$ cat src/rtl/shared_adder_sched.sv
// shared_adder_sched: round-robin access to one registered W-bit adder.
// IDLE grants and latches operands, EXEC adds, RESP holds result until accepted.
module shared_adder_sched #(
  parameter  int N_REQ = 4,
  parameter  int W     = 4,
  localparam int ID_W  = (N_REQ > 1) ? $clog2(N_REQ) : 1
) (
  input  logic               clk,
  input  logic               rst,
  input  logic [N_REQ-1:0]   req_valid,
  input  logic [N_REQ*W-1:0] req_a,
  input  logic [N_REQ*W-1:0] req_b,
  output logic [N_REQ-1:0]   req_ready,
  output logic               rsp_valid,
  output logic [ID_W-1:0]    rsp_id,
  output logic [W:0]         rsp_sum,
  input  logic               rsp_ready,
  output logic               busy,
  output logic [7:0]         ops_done
);

  typedef enum logic [1:0] {
    IDLE = 2'd0,
    EXEC = 2'd1,
    RESP = 2'd2
  } state_t;

  state_t            state;
  state_t            state_nx;
  logic [ID_W-1:0]   rr_ptr;
  logic [ID_W-1:0]   gnt_id;
  logic [ID_W-1:0]   id_q;
  logic [N_REQ-1:0]  gnt_vec;
  logic              gnt_any;
  logic [W-1:0]      a_sel;
  logic [W-1:0]      b_sel;
  logic [W-1:0]      a_q;
  logic [W-1:0]      b_q;
  logic [W:0]        sum_q;
  logic [7:0]        cnt_q;
  logic              take;
  logic              hs;

  // First requesting index at or above rr_ptr, wrapping to 0
  always_comb begin : p_arb
    int              idx;
    logic [ID_W-1:0] sel;
    idx     = 0;
    sel     = '0;
    gnt_vec = '0;
    gnt_id  = '0;
    gnt_any = 1'b0;
    a_sel   = '0;
    b_sel   = '0;
    for (int k = 0; k < N_REQ; k++) begin
      idx = int'(rr_ptr) + k;
      if (idx >= N_REQ) idx = idx - N_REQ;
      sel = ID_W'(idx);
      if (!gnt_any && req_valid[sel]) begin
        gnt_any      = 1'b1;
        gnt_id       = sel;
        gnt_vec[sel] = 1'b1;
        a_sel        = req_a[idx*W +: W];
        b_sel        = req_b[idx*W +: W];
      end
    end
  end

  // State register
  always_ff @(posedge clk or posedge rst) begin
    if (rst) state <= IDLE;
    else     state <= state_nx;
  end

  // Next state and handshake outputs
  always_comb begin
    state_nx  = state;
    req_ready = '0;
    rsp_valid = 1'b0;
    busy      = 1'b0;
    take      = 1'b0;
    hs        = 1'b0;
    unique case (state)
      IDLE: begin
        if (gnt_any) begin
          take      = 1'b1;
          req_ready = gnt_vec;
          state_nx  = EXEC;
        end
      end
      EXEC: begin
        busy     = 1'b1;
        state_nx = RESP;
      end
      RESP: begin
        busy      = 1'b1;
        rsp_valid = 1'b1;
        if (rsp_ready) begin
          hs       = 1'b1;
          state_nx = IDLE;
        end
      end
      default: state_nx = IDLE;
    endcase
  end

  // Capture granted operands and owner ID on the grant edge
  always_ff @(posedge clk or posedge rst) begin
    if (rst) begin
      a_q  <= '0;
      b_q  <= '0;
      id_q <= '0;
    end else if (take) begin
      a_q  <= a_sel;
      b_q  <= b_sel;
      id_q <= gnt_id;
    end
  end

  // Shared adder; carry lands in the top bit
  always_ff @(posedge clk or posedge rst) begin
    if (rst)                sum_q <= '0;
    else if (state == EXEC) sum_q <= {1'b0, a_q} + {1'b0, b_q};
  end

  // Pointer moves past the owner only once its response is taken
  always_ff @(posedge clk or posedge rst) begin
    if (rst) begin
      rr_ptr <= '0;
      cnt_q  <= '0;
    end else if (hs) begin
      if (int'(id_q) == N_REQ - 1) rr_ptr <= '0;
      else                         rr_ptr <= id_q + 1'b1;
      cnt_q <= cnt_q + 8'd1;
    end
  end

  assign rsp_id   = id_q;
  assign rsp_sum  = sum_q;
  assign ops_done = cnt_q;

endmodule

$ cat config.mk
export PLATFORM = sky130hd
export DESIGN_NAME = shared_adder_sched
export DESIGN_NICKNAME = d
export VERILOG_FILES = /design/src/rtl/shared_adder_sched.sv
export SDC_FILE = /design/constraint.sdc
export NUM_CORES = 1
export LEC_CHECK = 0
export ABC_AREA = 1
export ABC_CLOCK_PERIOD_IN_PS = 2520
export BUFFER_PORTS_ARGS = -buffer_cell sky130_fd_sc_hd__buf_2
export CAP_MARGIN = 25
export CORE_UTILIZATION = 45
export CTS_CLUSTER_SIZE = 30
export DETAILED_ROUTE_END_ITERATION = 7
export GPL_ROUTABILITY_DRIVEN = 0
export PLACE_DENSITY_LB_ADDON = 0.12
export SLEW_MARGIN = 20
export SYNTH_ARGS = -nofsm -noshare
export SYNTH_HDL_FRONTEND = slang
export SYNTH_SLANG_ARGS = --single-unit
$ cat constraint.sdc
create_clock -name clk -period 2.52 [get_ports clk]
set_input_delay 0.504 -clock clk [delete_from_list [all_inputs] [get_ports clk]]
set_output_delay 0.504 -clock clk [all_outputs]
set_load 0.005 [all_outputs]
## After elaboration in Yosys (flattened, before gate mapping)

Index checks and enable logic that the tools add are counted.

| word-level totals | value |
|---|---|
| register bits | 27 |
| input bits | 39 |
| logic and storage cells | 110 |

| cells by class | value |
|---|---|
| add/subtract/negate cells | 10 |
| magnitude comparators | 12 |
| equality and inequality tests | 5 |
| shift operators | 8 |
| mux-type cells | 52 |
| bitwise operators | 3 |
| reduce and logical (&&, ||, !) cells | 13 |

Operators with widths:

| cell | count |
|---|---|
| 16-bit by 32-bit indexed part select with 4-bit output | 8 |
| 30-bit two-way mux | 4 |
| 4-bit two-way mux | 14 |
| 1-bit two-way mux | 18 |
| 2-bit two-way mux | 7 |
| 2-bit by 3-bit < comparator with 1-bit output, second input constant | 4 |
| 4-bit OR | 3 |
| 3-bit by 3-bit subtractor with 4-bit output, second input constant | 3 |
| 3-bit >= comparator, second input constant | 3 |
| 8-bit by 1-bit adder with 8-bit output, second input constant | 1 |
| 1-bit binary-select mux with 2-bit select | 4 |
| 1-bit demux with 2-bit select | 4 |
| 2-bit by 1-bit >= comparator with 1-bit output, second input constant | 4 |
| 1-bit logical AND | 7 |
| 2-bit by 2-bit adder with 3-bit output, second input constant | 2 |
| 2-bit one-hot mux with 3 select lines | 1 |
| 4-bit by 4-bit adder with 5-bit output | 1 |
| 2-bit by 1-bit == test with 1-bit output, second input constant | 2 |
| 2-bit != test, second input constant | 2 |
| 2-bit by 3-bit subtractor with 4-bit output, second input constant | 1 |
| 2-bit by 1-bit adder with 3-bit output, second input constant | 1 |
| 2-bit by 3-bit >= comparator with 1-bit output, second input constant | 1 |
| 1-bit logical NOT | 3 |
| 2-bit by 1-bit adder with 2-bit output, second input constant | 1 |
| 4 further kinds | 4 |

## Longest topological paths before layout

Gate-level depths: netlist (run 1).

| logic depth | value |
|---|---|
| word-level depth | 16 |
| depth in mapped cells | 15 |
| mapped depth without buffers | 12 |

## Least setup slack after synthesis (run 1)

Ideal clock, no wire load.

| path | value |
|---|---|
| path kind | reg2out |
| start point | register rr_ptr[1] |
| end point | output req_ready[2] |
| arrival time | 2.105 ns |
| path slack | -0.089 ns |
| cell stages (with the launch flop) | 14 |
| buffers on the path | 3 |
| path through | dfrtp_1 > buf_2 > inv_2 > clkbuf_1 > ha_1 > clkinv_1 > nand2_1 > nand2_2 > nor2_8 > buf_6 > nand4_1 > nand3_1 > nand2_1 > inv_1 |

| on the way | value |
|---|---|
| longest elaborated chain between the ends | 16 |
| elaborated cells on any way between the ends | 62 |
| classes of those cells | add/sub (7); order compare (12); mux (30); bitwise (3); reduce/logical (10) |

RTL lines:

| what | RTL line | RTL |
|---|---|---|
| start, declared | 30 | `logic [ID_W-1:0] rr_ptr;` |
| start signal, assigned | 133 | `else rr_ptr <= id_q + 1'b1;` |
| branches (longest 14 deep; another with 3-bit by 3-bit subtractor with 4-bit output) | n/a |  |
| 4-bit two-way mux (*) | 85 | `if (gnt_any) begin` |
| 4-bit two-way mux (*) | 83 | `unique case (state)` |
| end, declared | 13 | `output logic [N_REQ-1:0] req_ready,` |

Mark *: on every way between the ends. The select of a mux whose other input is x is not followed.

## Worst setup path after layout (run 1)

| path | value |
|---|---|
| start point | register rr_ptr[0] |
| end point | output req_ready[2] |

Same word-level chain as after synthesis.

==> key figures, run 1 <==
Run status
  – Status: complete, no violations

Min path
  – Worst hold path type: in2async

Synth
  – FFs w/ async S/R, synth: 1.00
  – Top cells by area, synth: nand2_1 (24%), dfrtp_1 (23%), nand3_1 (12%), inv_1 (7.4%), ha_1 (6.8%)
  – Sequential-to-total area share from yosys stat: 0.230
  – Post-synthesis cell area: 2940 µm²
  – Synth top area share: 0.235
  – Area leader, netlist: nand2_1
  – Ys flop type: dfrtp_1
  – Avg Cell Area, Syn: around 6 µm²
  – Mapped Cells: 494
  – Seq cells post-synth: 27
  – Synth Net Count: 550
  – Yosys Warn Count: 0
  – EDFF count, synth: 0
  – Yosys cell types: 30

Detailed routing
  – Initial DRC Count: 165
  – Vias: 3,225
  – Post-DRT Antenna Nets: 0
  – DRC: 0
  – Wire length per cell: 12.2 µm
  – First-pass DRT Iterations: 5
  – Post-Route WL: 7720 µm
  – Via/cell ratio: 5.11

Timing
  – Slew margin rel.: 0.547
  – Slew @ Worst Pin: 0.679 ns
  – Tmin final: 2.44 ns
  – Hold_ws: 0.318 ns
  – Setup slack after layout: 0.0803 ns
  – Slew Limit Fails: 0
  – Final setup vio count: 0
  – Final Cycle Share: 0.968
  – Max Clock Skew: around 0.0044 ns
  – Achievable Freq: 410 MHz
  – Fin. Hold Viols: 0

Setup path
  – Worst R2R Setup Slack: 0.38 ns
  – Critical path's slowest cell: dfrtp_2
  – Crit Path Max Fanout: 5
  – Worst setup SP type: flop
  – WS Path Type: reg2out
  – Crit end category: output port
  – CP cell instances: inv_4, ha_4, inv_4, buf_8, nand2_2, nand2_4, nor2_8, nand4_1, nand3_1, nand2_1, inv_1, buf_2
  – R2R Path Start: rr_ptr[0]
  – Crit path largest cell delay: between 0.4 and 0.5 ns
  – Reg2reg end: b_q[2]
  – Required @ worst endpoint: just over 2 ns
  – R2R depth: 13
  – Crit path top cell by count: inv_4
  – Worst EP arrival: roughly 1.9 ns

Run
  – Max Cap Viol: 0

Global routing
  – Number of global-route vias before repair: about 2,800
  – Antenna violations before repair: 0
  – GRT overflow: 0
  – Largest net degree at the start of global routing: 57
  – GRT Util Overall: 0.224
  – First-pass GRT wire length: 12,900 µm

Finish
  – Area grow syn2layout: 18.6%
  – Multi-input gate area: between 1500 and 2000 µm²
  – Reg area: 677 µm²
  – Final net count: 611
  – # diodes: 0
  – # fillers: 657
  – Layout cell share with drive strength beyond 1: 0.206

Die
  – Io pins: 60
  – Number of cell rows: 29
  – Starting Density: 0.465
  – Die extent in x: a little over 80 µm
  – Die H: 82.8 µm
  – Core Area: approximately 6300 µm²
  – Full die area: roughly 7000 µm²

Clocking
  – CTS tree: yes
  – Num CTS Buffers: 3
  – Worst skew pair latency: 0.27 ns
  – CTS HTree Levels: 1
  – Clk slew on worst S/H paths: 0.09 ns
  – CTS Sinks: 27
  – CTS Root Cell: clkbuf_8
  – Worst-case clock buffer depth: 2

Pwr
  – PwrDens: between 1000 and 1500 nW/µm²
  – LEAKAGE: 0.00207 µW
  – Max IR drop VDD: between 1 and 1.5 mV

Placed design
  – Detailed Place HPWL: roughly 5700 µm
  – Post-Place Setup Slack: 0.167 ns
  – Port bufs: 59
[worst max-delay path: cells and delay by family (launching register included)]
| kind | cells | cell delay [ns] |
|---|---|---|
| AND/OR/NAND/NOR | 6 | 0.55 |
| flip-flops | 1 | 0.43 |
| buffers and inverters | 5 | 0.38 |
| adder cells (fa/ha/maj) | 1 | 0.30 |
[logic make-up (layout without fill, tap and decap cells)]
family | after synthesis | count (layout) | share of synthesized area
AND/OR/NAND/NOR | 309 | 309 | 0.456
adder cells (fa/ha/maj) | 17 | 17 | 0.0750
AO/OA/AOI/OAI | 46 | 46 | 0.0860
buffers and inverters | 87 | 147 | 0.129
XOR/XNOR | 8 | 8 | 0.0238
flip-flops | 27 | 27 | 0.230
[cells in the final DEF (no fill, tap or decap), types with 4 or more instances in the layout]
cell type,count
a21oi_1,10
buf_2,59
buf_4,18
dfrtp_1,26
ha_1,15
inv_1,56
inv_2,4
nand2_1,176
nand2_2,12
nand3_1,70
nand4_1,16
nor2_1,26
o21ai_0,28
xnor2_1,4
xor2_1,4
[worst max-delay path by stage]
stage	start	end	slack (ns)
after floorplan	rr_ptr[0]	req_ready[2]	0.07
after global placement	rr_ptr[0]	req_ready[0]	0.20
after detailed placement	rr_ptr[0]	rsp_id[1]	0.17
after CTS	rr_ptr[0]	req_ready[2]	0.002
after global routing	rr_ptr[0]	req_ready[0]	-0.04
final	rr_ptr[0]	req_ready[2]	0.08
[synthesized netlist by cell type (6+ instances only)]
cell type / n
a21oi_1: 10
buf_2: 7
clkbuf_1: 9
dfrtp_1: 27
ha_1: 16
inv_1: 58
nand2_1: 184
nand2_2: 6
nand3_1: 71
nand4_1: 16
nor2_1: 27
o21ai_0: 28
[final cells by class]
| class | count | share of cell area |
|---|---|---|
| clock buffer | 4 | 0.0129 |
| inverter | 63 | 0.0700 |
| multi-input combinational | 380 | 0.558 |
| sequential | 27 | 0.194 |
| tap | 77 | 0.0276 |
| timing repair buffer | 80 | 0.137 |
[state kept, by name, indices dropped and copies added, names as in the netlist]
signal	cells
state	2
rr_ptr	2
a_q	4
ops_done	8
rsp_id	2
b_q	4
rsp_sum	5
[metal layers]
metal / track usage / part of all wire / vias to the layer above
li1: - / - / 1693
met1: 0.293 / 0.46 / 1467
met2: 0.396 / 0.50 / 59
met3: 0.0308 / 0.034 / 6
met4: 0.0408 / 0.0088 / 0
met5: 0 / 0 / -
[metrics by stage]
step	total power (µW)	instance area (µm²)	util	instances	TNS (ns)
after floorplan	3520	2950	-	494	0
after global placement	4270	3280	0.520	617	0
after detailed placement	4310	3280	0.520	617	0
after CTS	4610	3350	0.530	623	0
after global routing	5500	3480	0.552	631	-0.0957
final	4940	3480	0.552	631	0
[power breakdown]
part           internal, µW  leakage, µW  switching, µW
sequential              620     0.000342            142
combinational          1490      0.00171           2440
clock                   113    0.0000228            129
total                  2230      0.00207           2710
[repair_timing]
action,in CTS,in global routing
setup endpoints to repair,4,4
pin swaps,0,8
setup buffers,2,8
hold buffers,0,0
resized for setup,1,25
endpoints found under the hold margin,0,0
(Power assumes the default switching activity.)
==> inputs of run 2 (changes only) <==
- ABC_AREA: 1 -> default
==> key figures, run 2 <==
Run status
  – Status: finished, violations left
  – Violated checks: negative setup slack

Setup path
  – Crit end category: output port
  – Worst EP arrival: 2.19 ns
  – Worst setup SP type: flop
  – Top delay family on crit path: simple AND/OR/NAND/NOR gates
  – CP cell instances: inv_8, ha_4, mux4_2, nor4_4, nand2b_4, a21oi_1, buf_2
  – Critical path's slowest cell: dfrtp_2
  – Worst R2R Setup Slack: 0.09 ns
  – Buf+Inv Stages, Crit Path: 2
  – Crit Path Max Fanout: 7
  – WS Path Type: reg2out
  – Crit path largest cell delay: 0.51 ns
  – Required @ worst endpoint: about 2 ns

Detailed routing
  – DRC: 0
  – M1 WL: 3120 µm
  – Via/cell ratio: approximately 6.0
  – Vias: 2,528
  – First-pass DRT Iterations: 5
  – Met2 wire len: 3390 µm
  – Met3 WL: approximately 420 µm
  – Post-DRT Antenna Nets: 0
  – Highest routing layer actually used: met4
  – Wire length per cell: around 17 µm
  – Post-Route WL: about 7000 µm
  – Initial DRC Count: 106

Synth
  – Post-synthesis cell area: about 2700 µm²
  – Avg Cell Area, Syn: a little over 10 µm²
  – Synth Net Count: 322
  – Yosys cell types: 41
  – Ys flop type: dfrtp_1
  – FFs w/ async S/R, synth: 1.00
  – EDFF count, synth: 0
  – Sequential-to-total area share from yosys stat: 0.248
  – Synth top area share: 0.248
  – Area leader, netlist: dfrtp_1
  – Seq cells post-synth: 27
  – Count leader, synth: dfrtp_1
  – Yosys Warn Count: 0
  – Top cells by area, synth: dfrtp_1 (25%), mux4_2 (17%), mux2i_1 (8.1%), ha_1 (7.3%), a21oi_1 (3.3%)
  – Mapped Cells: 266
  – Synth top cells by count: dfrtp_1 (27), mux2i_1 (22), nand2_1 (22), mux4_2 (20), a21oi_1 (18)

Global routing
  – GRT overflow: 0
  – Antenna violations before repair: 0
  – GRT Util Overall: 0.231
  – Number of global-route vias before repair: about 2,500
  – First-pass GRT wire length: 11,600 µm
  – Largest net degree at the start of global routing: 25

Finish
  – Area grow syn2layout: 26.6%
  – Max reg flops: 8
  – Commonest non-fill, non-tap cell in the layout: buf_2
  – Post-layout util: 0.607
  – Commonest cells after routing, fill and taps aside: buf_2 (59), buf_4 (38), dfrtp_1 (25)
  – Final net count: 407
  – # fillers: 485
  – # diodes: 0
  – Layout cell share with drive strength beyond 1: 0.463

Run
  – Max Cap Viol: 0

Timing
  – Setup slack after layout: -0.175 ns
  – Max Clock Skew: 0.00852 ns
  – Fin. Hold Viols: 0
  – Slew @ Worst Pin: 0.609 ns
  – Slew margin rel.: 0.592
  – RSZ-0062 raised after global routing: true
  – Slew Limit Fails: 0
  – Fin Setup TNS: -0.679 ns
  – Final setup vio count: 4
  – Tmin final: between 2 and 3 ns
  – Achievable Freq: 371 MHz
  – Final Cycle Share: 1.07

Die
  – Full die area: around 6400 µm²
  – Io pins: 60
  – Die extent in x: 79.8 µm
  – Starting Density: 0.480
  – Die H: 79.8 µm
  – Core Area: 5680 µm²
  – Number of cell rows: 27

Clocking
  – Worst skew pair latency: 0.27 ns
  – Post-CTS Hold Buffers: 0
  – CTS Sinks: 27
  – Clk slew on worst S/H paths: 0.10 ns
  – Worst-case clock buffer depth: 2
  – Num CTS Buffers: 3
  – CTS tree: yes
  – CTS Root Cell: clkbuf_8
  – CTS HTree Levels: 1

Min path
  – Worst hold path type: in2async

Placed design
  – Post-Place Setup Slack: -0.0301 ns
  – Detailed Place HPWL: between 5000 and 6000 µm
  – Port bufs: slightly below 60

Pwr
  – Max IR drop VDD: approximately 1.1 mV
  – PwrDens: 1360 nW/µm²
  – LEAKAGE: 0.00158 µW
==> run 2: changes by cell type after synthesis, moves of 15 or more <==
cell	change
mux2i_1	+22
nand3_1	-65
nand4_1	-15
mux4_2	+20
inv_1	-48
o21ai_0	-17
nand2_1	-162
==> run 2: metal layers <==
metal  up-vias  track usage
met5         -            0
met4         0       0.0625
met3         7       0.0137
met2       103        0.393
met1      1231        0.318
li1       1187            -
==> run 2: power breakdown <==
group / leakage, µW / total, µW / internal, µW / switching, µW
Sequential: 0.000322 / 787 / 631 / 156
Combinational: 0.00124 / 3650 / 1900 / 1750
Clock: 0.0000228 / 247 / 113 / 133
Total: 0.00158 / 4680 / 2640 / 2040
==> run 2: stage by stage <==
step	instance area (µm²)	cells	total power (µW)	hold slack (ns)
floorplan	2780	266	3310	0.468
global placement	3220	403	4020	0.456
CTS	3390	418	4550	0.242
detailed placement	3220	403	4080	0.478
finish	3450	422	4680	0.222
global route	3450	422	5080	0.263
==> run 2: repair_timing <==
| item | in CTS | in global routing |
|---|---|---|
| pin swaps | 5 | 2 |
| gates cloned | 1 | 0 |
| setup buffers | 10 | 4 |
| resized for setup | 8 | 6 |
| endpoints found under the setup margin | 13 | 8 |
==> run 2: layout make-up <==
class / instances / area [µm²] / share of cell area
well taps: 72 / 90.1 / 0.0261
clock buffers: 4 / 45.0 / 0.0131
flip-flops and latches: 27 / 678 / 0.197
multi-input cells: 208 / 1970 / 0.570
repair buffers: 100 / 618 / 0.179
inverters: 11 / 50.0 / 0.0145
==> run 2: worst paths after layout <==
check,startpoint,to,depth (start not counted)
hold reg to reg,ops_done[7],ops_done[7],1
hold / removal,rst,ops_done[3],2
setup reg to reg,rr_ptr[0],b_q[3],8
max in group asynchronous,rst,rr_ptr[1],3
setup / recovery,rr_ptr[0],req_ready[3],7
min in group clk,ops_done[7],ops_done[7],1
==> run 2: cell families after synthesis <==
| group | share of synthesized area |
|---|---|
| buffers and inverters | 0.0593 |
| AOI/OAI and AO/OA | 0.207 |
| muxes | 0.267 |
| and+or+nand+nor | 0.109 |
| xor gates and xnor gates | 0.0289 |
| adders and majority gates | 0.0808 |
| DFF | 0.248 |
